### src/rtl/sdram_init_aref_ctrl.sv
// rtl/sdram_init_aref_ctrl.sv - SDR SDRAM power-up init sequencer plus periodic auto-refresh engine
module sdram_init_aref_ctrl #(
  parameter int          T_POWER     = 20000,
  parameter int          T_RP        = 2,
  parameter int          T_RFC       = 7,
  parameter int          T_MRD       = 3,
  parameter int          INIT_AR_NUM = 8,
  parameter int          AREF_NUM    = 2,
  parameter int          AREF_PERIOD = 750,
  parameter logic [12:0] MODE_VALUE  = 13'b000_0_00_011_0_111
) (
  input  logic        clk_100m,
  input  logic        rst_n,
  input  logic        aref_en,
  output logic [3:0]  sdram_cmd,
  output logic [1:0]  sdram_ba,
  output logic [12:0] sdram_addr,
  output logic        init_end,
  output logic        aref_req,
  output logic        aref_end
);

  localparam int CNT_W  = $clog2(T_POWER + 1);
  localparam int IAR_W  = $clog2(INIT_AR_NUM + 1);
  localparam int RAR_W  = $clog2(AREF_NUM + 1);
  localparam int RCNT_W = $clog2(((T_RFC > T_RP) ? T_RFC : T_RP) + 1);
  localparam int TMR_W  = $clog2(AREF_PERIOD);

  localparam logic [CNT_W-1:0]  POWER_LAST = CNT_W'(T_POWER);
  localparam logic [CNT_W-1:0]  IRP_LAST   = CNT_W'(T_RP - 1);
  localparam logic [CNT_W-1:0]  IRFC_LAST  = CNT_W'(T_RFC - 1);
  localparam logic [CNT_W-1:0]  IMRD_LAST  = CNT_W'(T_MRD - 1);
  localparam logic [IAR_W-1:0]  IAR_LAST   = IAR_W'(INIT_AR_NUM);
  localparam logic [RCNT_W-1:0] RRP_LAST   = RCNT_W'(T_RP - 1);
  localparam logic [RCNT_W-1:0] RRFC_LAST  = RCNT_W'(T_RFC - 1);
  localparam logic [RAR_W-1:0]  RAR_LAST   = RAR_W'(AREF_NUM);
  localparam logic [TMR_W-1:0]  TMR_LAST   = TMR_W'(AREF_PERIOD - 1);

  localparam logic [3:0] CMD_NOP  = 4'b0111;
  localparam logic [3:0] CMD_PRE  = 4'b0010;
  localparam logic [3:0] CMD_AREF = 4'b0001;
  localparam logic [3:0] CMD_MRS  = 4'b0000;

  localparam logic [2:0] I_WAIT = 3'd0;
  localparam logic [2:0] I_PRE  = 3'd1;
  localparam logic [2:0] I_TRP  = 3'd2;
  localparam logic [2:0] I_AR   = 3'd3;
  localparam logic [2:0] I_TRF  = 3'd4;
  localparam logic [2:0] I_MRS  = 3'd5;
  localparam logic [2:0] I_TMRD = 3'd6;
  localparam logic [2:0] I_END  = 3'd7;

  localparam logic [2:0] R_IDLE = 3'd0;
  localparam logic [2:0] R_PRE  = 3'd1;
  localparam logic [2:0] R_TRP  = 3'd2;
  localparam logic [2:0] R_AR   = 3'd3;
  localparam logic [2:0] R_TRF  = 3'd4;
  localparam logic [2:0] R_END  = 3'd5;

  logic [2:0]        i_state_q, i_state_d;
  logic [CNT_W-1:0]  i_cnt_q, i_cnt_d;
  logic [IAR_W-1:0]  i_ar_q, i_ar_d;
  logic [2:0]        r_state_q, r_state_d;
  logic [RCNT_W-1:0] r_cnt_q, r_cnt_d;
  logic [RAR_W-1:0]  r_ar_q, r_ar_d;
  logic [TMR_W-1:0]  tmr_q, tmr_d;
  logic              init_end_q, init_end_d;
  logic              aref_req_q, aref_req_d;
  logic              aref_end_q, aref_end_d;
  logic [3:0]        cmd_q, cmd_d;
  logic [1:0]        ba_q, ba_d;
  logic [12:0]       addr_q, addr_d;
  logic              tmr_wrap;
  logic              r_leave;

  always_comb begin
    i_state_d = i_state_q;
    i_cnt_d   = i_cnt_q;
    i_ar_d    = i_ar_q;
    case (i_state_q)
      I_WAIT: begin
        if (i_cnt_q == POWER_LAST) begin
          i_state_d = I_PRE;
          i_cnt_d   = '0;
        end else begin
          i_cnt_d = i_cnt_q + 1'b1;
        end
      end
      I_PRE: i_state_d = I_TRP;
      I_TRP: begin
        if (i_cnt_q == IRP_LAST) begin
          i_state_d = I_AR;
          i_cnt_d   = '0;
        end else begin
          i_cnt_d = i_cnt_q + 1'b1;
        end
      end
      I_AR: begin
        i_state_d = I_TRF;
        i_ar_d    = i_ar_q + 1'b1;
      end
      I_TRF: begin
        if (i_cnt_q == IRFC_LAST) begin
          i_state_d = (i_ar_q == IAR_LAST) ? I_MRS : I_AR;
          i_cnt_d   = '0;
        end else begin
          i_cnt_d = i_cnt_q + 1'b1;
        end
      end
      I_MRS: i_state_d = I_TMRD;
      I_TMRD: begin
        if (i_cnt_q == IMRD_LAST) begin
          i_state_d = I_END;
          i_cnt_d   = '0;
        end else begin
          i_cnt_d = i_cnt_q + 1'b1;
        end
      end
      default: i_state_d = I_END;
    endcase
  end

  always_comb begin
    r_state_d = r_state_q;
    r_cnt_d   = r_cnt_q;
    r_ar_d    = r_ar_q;
    case (r_state_q)
      R_IDLE: begin
        if (init_end_q && aref_en) begin
          r_state_d = R_PRE;
          r_cnt_d   = '0;
          r_ar_d    = '0;
        end
      end
      R_PRE: r_state_d = R_TRP;
      R_TRP: begin
        if (r_cnt_q == RRP_LAST) begin
          r_state_d = R_AR;
          r_cnt_d   = '0;
        end else begin
          r_cnt_d = r_cnt_q + 1'b1;
        end
      end
      R_AR: begin
        r_state_d = R_TRF;
        r_ar_d    = r_ar_q + 1'b1;
      end
      R_TRF: begin
        if (r_cnt_q == RRFC_LAST) begin
          r_state_d = (r_ar_q == RAR_LAST) ? R_END : R_AR;
          r_cnt_d   = '0;
        end else begin
          r_cnt_d = r_cnt_q + 1'b1;
        end
      end
      R_END: begin
        r_state_d = R_IDLE;
        r_ar_d    = '0;
      end
      default: r_state_d = R_IDLE;
    endcase
  end

  // A timer wrap coinciding with a burst start wins: that new request stays pending.
  always_comb begin
    tmr_d    = tmr_q;
    tmr_wrap = 1'b0;
    if (init_end_q) begin
      if (tmr_q == TMR_LAST) begin
        tmr_d    = '0;
        tmr_wrap = 1'b1;
      end else begin
        tmr_d = tmr_q + 1'b1;
      end
    end
    r_leave    = (r_state_q == R_IDLE) && (r_state_d != R_IDLE);
    aref_req_d = tmr_wrap ? 1'b1 : (r_leave ? 1'b0 : aref_req_q);
    init_end_d = (i_state_d == I_END);
    aref_end_d = (r_state_d == R_END);
  end

  // Bus is decoded from next state so the command appears in the cycle its state is occupied.
  always_comb begin
    cmd_d  = CMD_NOP;
    ba_d   = 2'b11;
    addr_d = 13'h1FFF;
    if (init_end_d) begin
      case (r_state_d)
        R_PRE:   cmd_d = CMD_PRE;
        R_AR:    cmd_d = CMD_AREF;
        default: cmd_d = CMD_NOP;
      endcase
    end else begin
      case (i_state_d)
        I_PRE: cmd_d = CMD_PRE;
        I_AR:  cmd_d = CMD_AREF;
        I_MRS: begin
          cmd_d  = CMD_MRS;
          ba_d   = 2'b00;
          addr_d = MODE_VALUE;
        end
        default: cmd_d = CMD_NOP;
      endcase
    end
  end

  always_ff @(posedge clk_100m or negedge rst_n) begin
    if (!rst_n) begin
      i_state_q  <= I_WAIT;
      i_cnt_q    <= '0;
      i_ar_q     <= '0;
      r_state_q  <= R_IDLE;
      r_cnt_q    <= '0;
      r_ar_q     <= '0;
      tmr_q      <= '0;
      init_end_q <= 1'b0;
      aref_req_q <= 1'b0;
      aref_end_q <= 1'b0;
      cmd_q      <= CMD_NOP;
      ba_q       <= 2'b11;
      addr_q     <= 13'h1FFF;
    end else begin
      i_state_q  <= i_state_d;
      i_cnt_q    <= i_cnt_d;
      i_ar_q     <= i_ar_d;
      r_state_q  <= r_state_d;
      r_cnt_q    <= r_cnt_d;
      r_ar_q     <= r_ar_d;
      tmr_q      <= tmr_d;
      init_end_q <= init_end_d;
      aref_req_q <= aref_req_d;
      aref_end_q <= aref_end_d;
      cmd_q      <= cmd_d;
      ba_q       <= ba_d;
      addr_q     <= addr_d;
    end
  end

  assign sdram_cmd  = cmd_q;
  assign sdram_ba   = ba_q;
  assign sdram_addr = addr_q;
  assign init_end   = init_end_q;
  assign aref_req   = aref_req_q;
  assign aref_end   = aref_end_q;

endmodule

### config.mk
export PLATFORM = sky130hd
export DESIGN_NAME = sdram_init_aref_ctrl
export DESIGN_NICKNAME = d
export VERILOG_FILES = /design/src/rtl/sdram_init_aref_ctrl.sv
export SDC_FILE = /design/constraint.sdc
export NUM_CORES = 1
export LEC_CHECK = 0
export ABC_CLOCK_PERIOD_IN_PS = 3600
export CAP_MARGIN = 20
export CORE_ASPECT_RATIO = 1.75
export CORE_MARGIN = 5
export CORE_UTILIZATION = 30
export CTS_CLUSTER_SIZE = 14
export DETAILED_ROUTE_END_ITERATION = 8
export GPL_TIMING_DRIVEN = 0
export PLACE_DENSITY = 0.55
export SYNTH_ARGS = -nofsm -noshare
export SYNTH_HDL_FRONTEND = slang
export SYNTH_SLANG_ARGS = --single-unit
### constraint.sdc
create_clock -name clk_100m -period 3.6 [get_ports clk_100m]
set_clock_uncertainty 0.15 [all_clocks]
set_input_delay 0.72 -clock clk_100m [delete_from_list [all_inputs] [get_ports clk_100m]]
set_output_delay 0.72 -clock clk_100m [all_outputs]
set_load 0.005 [all_outputs]
==> summary.txt <==
XOR/XNOR Fraction of Synth Area: 7.74%
compound-gate portion of the synthesized area: 10.6%
initial antenna violation count: 0
number of gates resized after CTS: 0
setup bufs post-CTS: 0
clk_lat worst skew: 0.29 ns
Starting Density: 30.4%
I/O pin count: 25
Initial DRC Count: 97
Post-Synthesis Cells: 273
routed vias/inst: 4.66
multiplexer share of the synthesized area: 0%
Tightest Pin Transition: 0.882 ns
H-tree lvl count: 2
largest net degree at the start of global routing: 29
DPL Wire Length: 3870 microns
setup TNS: 0 ns
Clock Path Buffers: 2
Core ar.: 0.00856 sq mm
crit path launch type: flop
I/O Buffers: 18
async set-reset flop share out of synthesis: 100%
Worst-path clk slew: 0.07 ns
Sequential Area: 0.00118 sq mm
Row Count: 45
R2R depth: 8
hold_buf cts: 0
CTS tree: yes
largest family of logic cells by synthesized area: simple AND/OR/NAND/NOR gates
Remaining DRCs: 0
commonest cells after routing, fill and taps aside: dfrtp_1, nand2_1, nor2_1
FILL cells: 885
Post-DRT Antenna Nets: 0
fin util: 36.2%
fmax: 416 MHz
final worst-path cycle share: 66.8%
maxcap violations: 0
Crit Path Class: reg -> out
Slew HR: 40.7%
simple logic cell fraction of the synthesized area: 24.4%
synth unique cells: 47
WP data arrival: 1.53 ns
drt first pass iters: 4
final setup vio count: 0
RSZ-0062 raised after global routing: false
drt total wl: 5200 microns
Worst Path Required: 2.73 ns
first-pass GRT wire length: 9010 microns
vias in the first global route: 1945
RR Endpoint: i_cnt_q[10]
mapped cell area: 0.00260 sq mm
worst reg2reg setup slack: 1.46 ns
layout cells sized above 1: 13.8%
DR vias: 1960
worst r2r src: i_cnt_q[1]
sequential share of the synthesized area: 45.4%
Final min period: 2.40 ns
Die X: 80.4 microns
Routability Congestion: 0.816
TritonCTS Buffers: 5
Overflow after GRT: 0
wire per inst: 12.4 microns
gr usage total: 10.5%
Worst setup startpoint: sdram_ba[0]
Synth Warn #: 0
PwrDens: 322 mW/mm^2
worst hold path class: in -> async
Area Overhead vs Synth: 19.0%
multi-input logic area: 0.00125 sq mm
fin nets: 315
Adder-Cell Fraction of Synth Area: 4.32%
Setup crit end kind: output port
syn avg cell area: 9.54 sq um
main flop type after synthesis: dfrtp_1
Max FO, Critical Path: 10
Die ar.: 0.0107 sq mm
final hold viol count: 0
antenna cells: 0
Leakage: 1.37 nW
die height: 133 microns
Post-synth EDFFs: 0
CTS Sinks: 47
post-synthesis register bit count: 47
clk root buf: clkbuf_16
number of max-slew violations in the final report: 0
status: finished clean
maximum VDD drop: 0.000170 V
commonest non-fill, non-tap cell in the layout: dfrtp_1
==> synth_stat cells (2+ instances only) <==
library cell / instances / area [sq um]
nand2b_1: 3 / 18.8
nand3_1: 9 / 45.0
nor4b_1: 2 / 17.5
buf_2: 5 / 25.0
a32o_1: 2 / 20.0
o21bai_1: 3 / 22.5
and3_1: 5 / 31.3
xnor2_1: 9 / 78.8
nand4_1: 8 / 50.1
a21o_1: 2 / 15.0
nor2_1: 30 / 113
nor4_1: 3 / 18.8
ha_1: 9 / 113
nor2b_1: 4 / 25.0
conb_1: 2 / 7.51
a211oi_1: 3 / 22.5
xor2_1: 14 / 123
o21ai_0: 11 / 55.1
a22o_1: 2 / 17.5
o211ai_1: 2 / 15.0
nand4b_1: 5 / 43.8
clkbuf_1: 5 / 18.8
nand2_1: 34 / 128
inv_1: 9 / 33.8
buf_4: 15 / 113
a31oi_1: 2 / 12.5
dfstp_2: 4 / 105
dfrtp_1: 43 / 1080
a21oi_1: 7 / 35.0
nor3_1: 3 / 15.0
a31oi_2: 2 / 25.0
==> critical path, stage by stage, from the launching register on <==
cell             delay [ns]
dfstp_2                0.61
buf_4                  0.13
clkdlybuf4s50_1        0.51
==> report_power, final <==
| group | switching [mW] | leakage (nW) | total [mW] | internal [mW] |
|---|---|---|---|---|
| Combinational | 0.0130 | 0.671 | 0.0206 | 0.00759 |
| Clock | 0.192 | 0.0679 | 0.449 | 0.257 |
| Sequential | 0 | 0.629 | 0.528 | 0.528 |
==> how the worst max path moves through the flow <==
stage	to	slack (ns)	cells after the start
floorplan	i_cnt_q[10]	1.80	8
global placement	i_ar_q[1]	0.25	1
detailed placement	sdram_cmd[1]	1.16	6
CTS	sdram_ba[0]	1.17	2
global route	sdram_ba[0]	1.13	2
finish	sdram_ba[0]	1.20	2
==> metrics by stage <==
step           area [sq um]  cells  power, mW  setup WS (ns)  hold slack (ns)
2_1_floorplan          2620    277      0.544           1.80            0.274
3_3_place_gp           2950    412      0.557          0.254            0.315
3_5_place_dp           2960    413      0.560           1.16            0.319
4_1_cts                3100    421       1.01           1.17            0.257
5_1_grt                3100    421       1.03           1.13            0.286
6_report               3100    421      0.998           1.20            0.240
==> layer usage <==
layer / track usage (%) / up-vias / wire [microns]
li1: - / 975 / -
met1: 11.2 / 932 / 2050
met2: 18.7 / 38 / 2820
met3: 2.57 / 15 / 158
met4: 5.08 / 0 / 169
met5: 0 / - / 0
==> registers in the layout, indices dropped and copies added, names as in the netlist <==
name       flops
i_ar_q         4
sdram_ba       1
aref_req       1
r_cnt_q        3
r_state_q      3
i_state_q      3
i_cnt_q       15
aref_end       1
r_ar_q         2
init_end       1
sdram_cmd      3
tmr_q         10
==> final cells by class <==
type | instances | area share (%)
clock buffer | 7 | 4.28
sequential | 47 | 38.1
clock inverter | 1 | 0.162
inverter | 9 | 1.09
tap | 117 | 4.73
multi-input combinational | 196 | 40.3
buffer | 25 | 5.05
timing repair buffer | 19 | 6.30
==> cell families (layout without fill, tap and decap cells) <==
family                     Yosys count  after routing
and+or+nand+nor                    118            118
DFF                                 47             47
AOI/OAI and AO/OA                   40             40
buffers and inverters               34             61
xor gates and xnor gates            23             23
adders and majority gates            9              9
other                                2              6
Power figures use the tool's default switching activity.
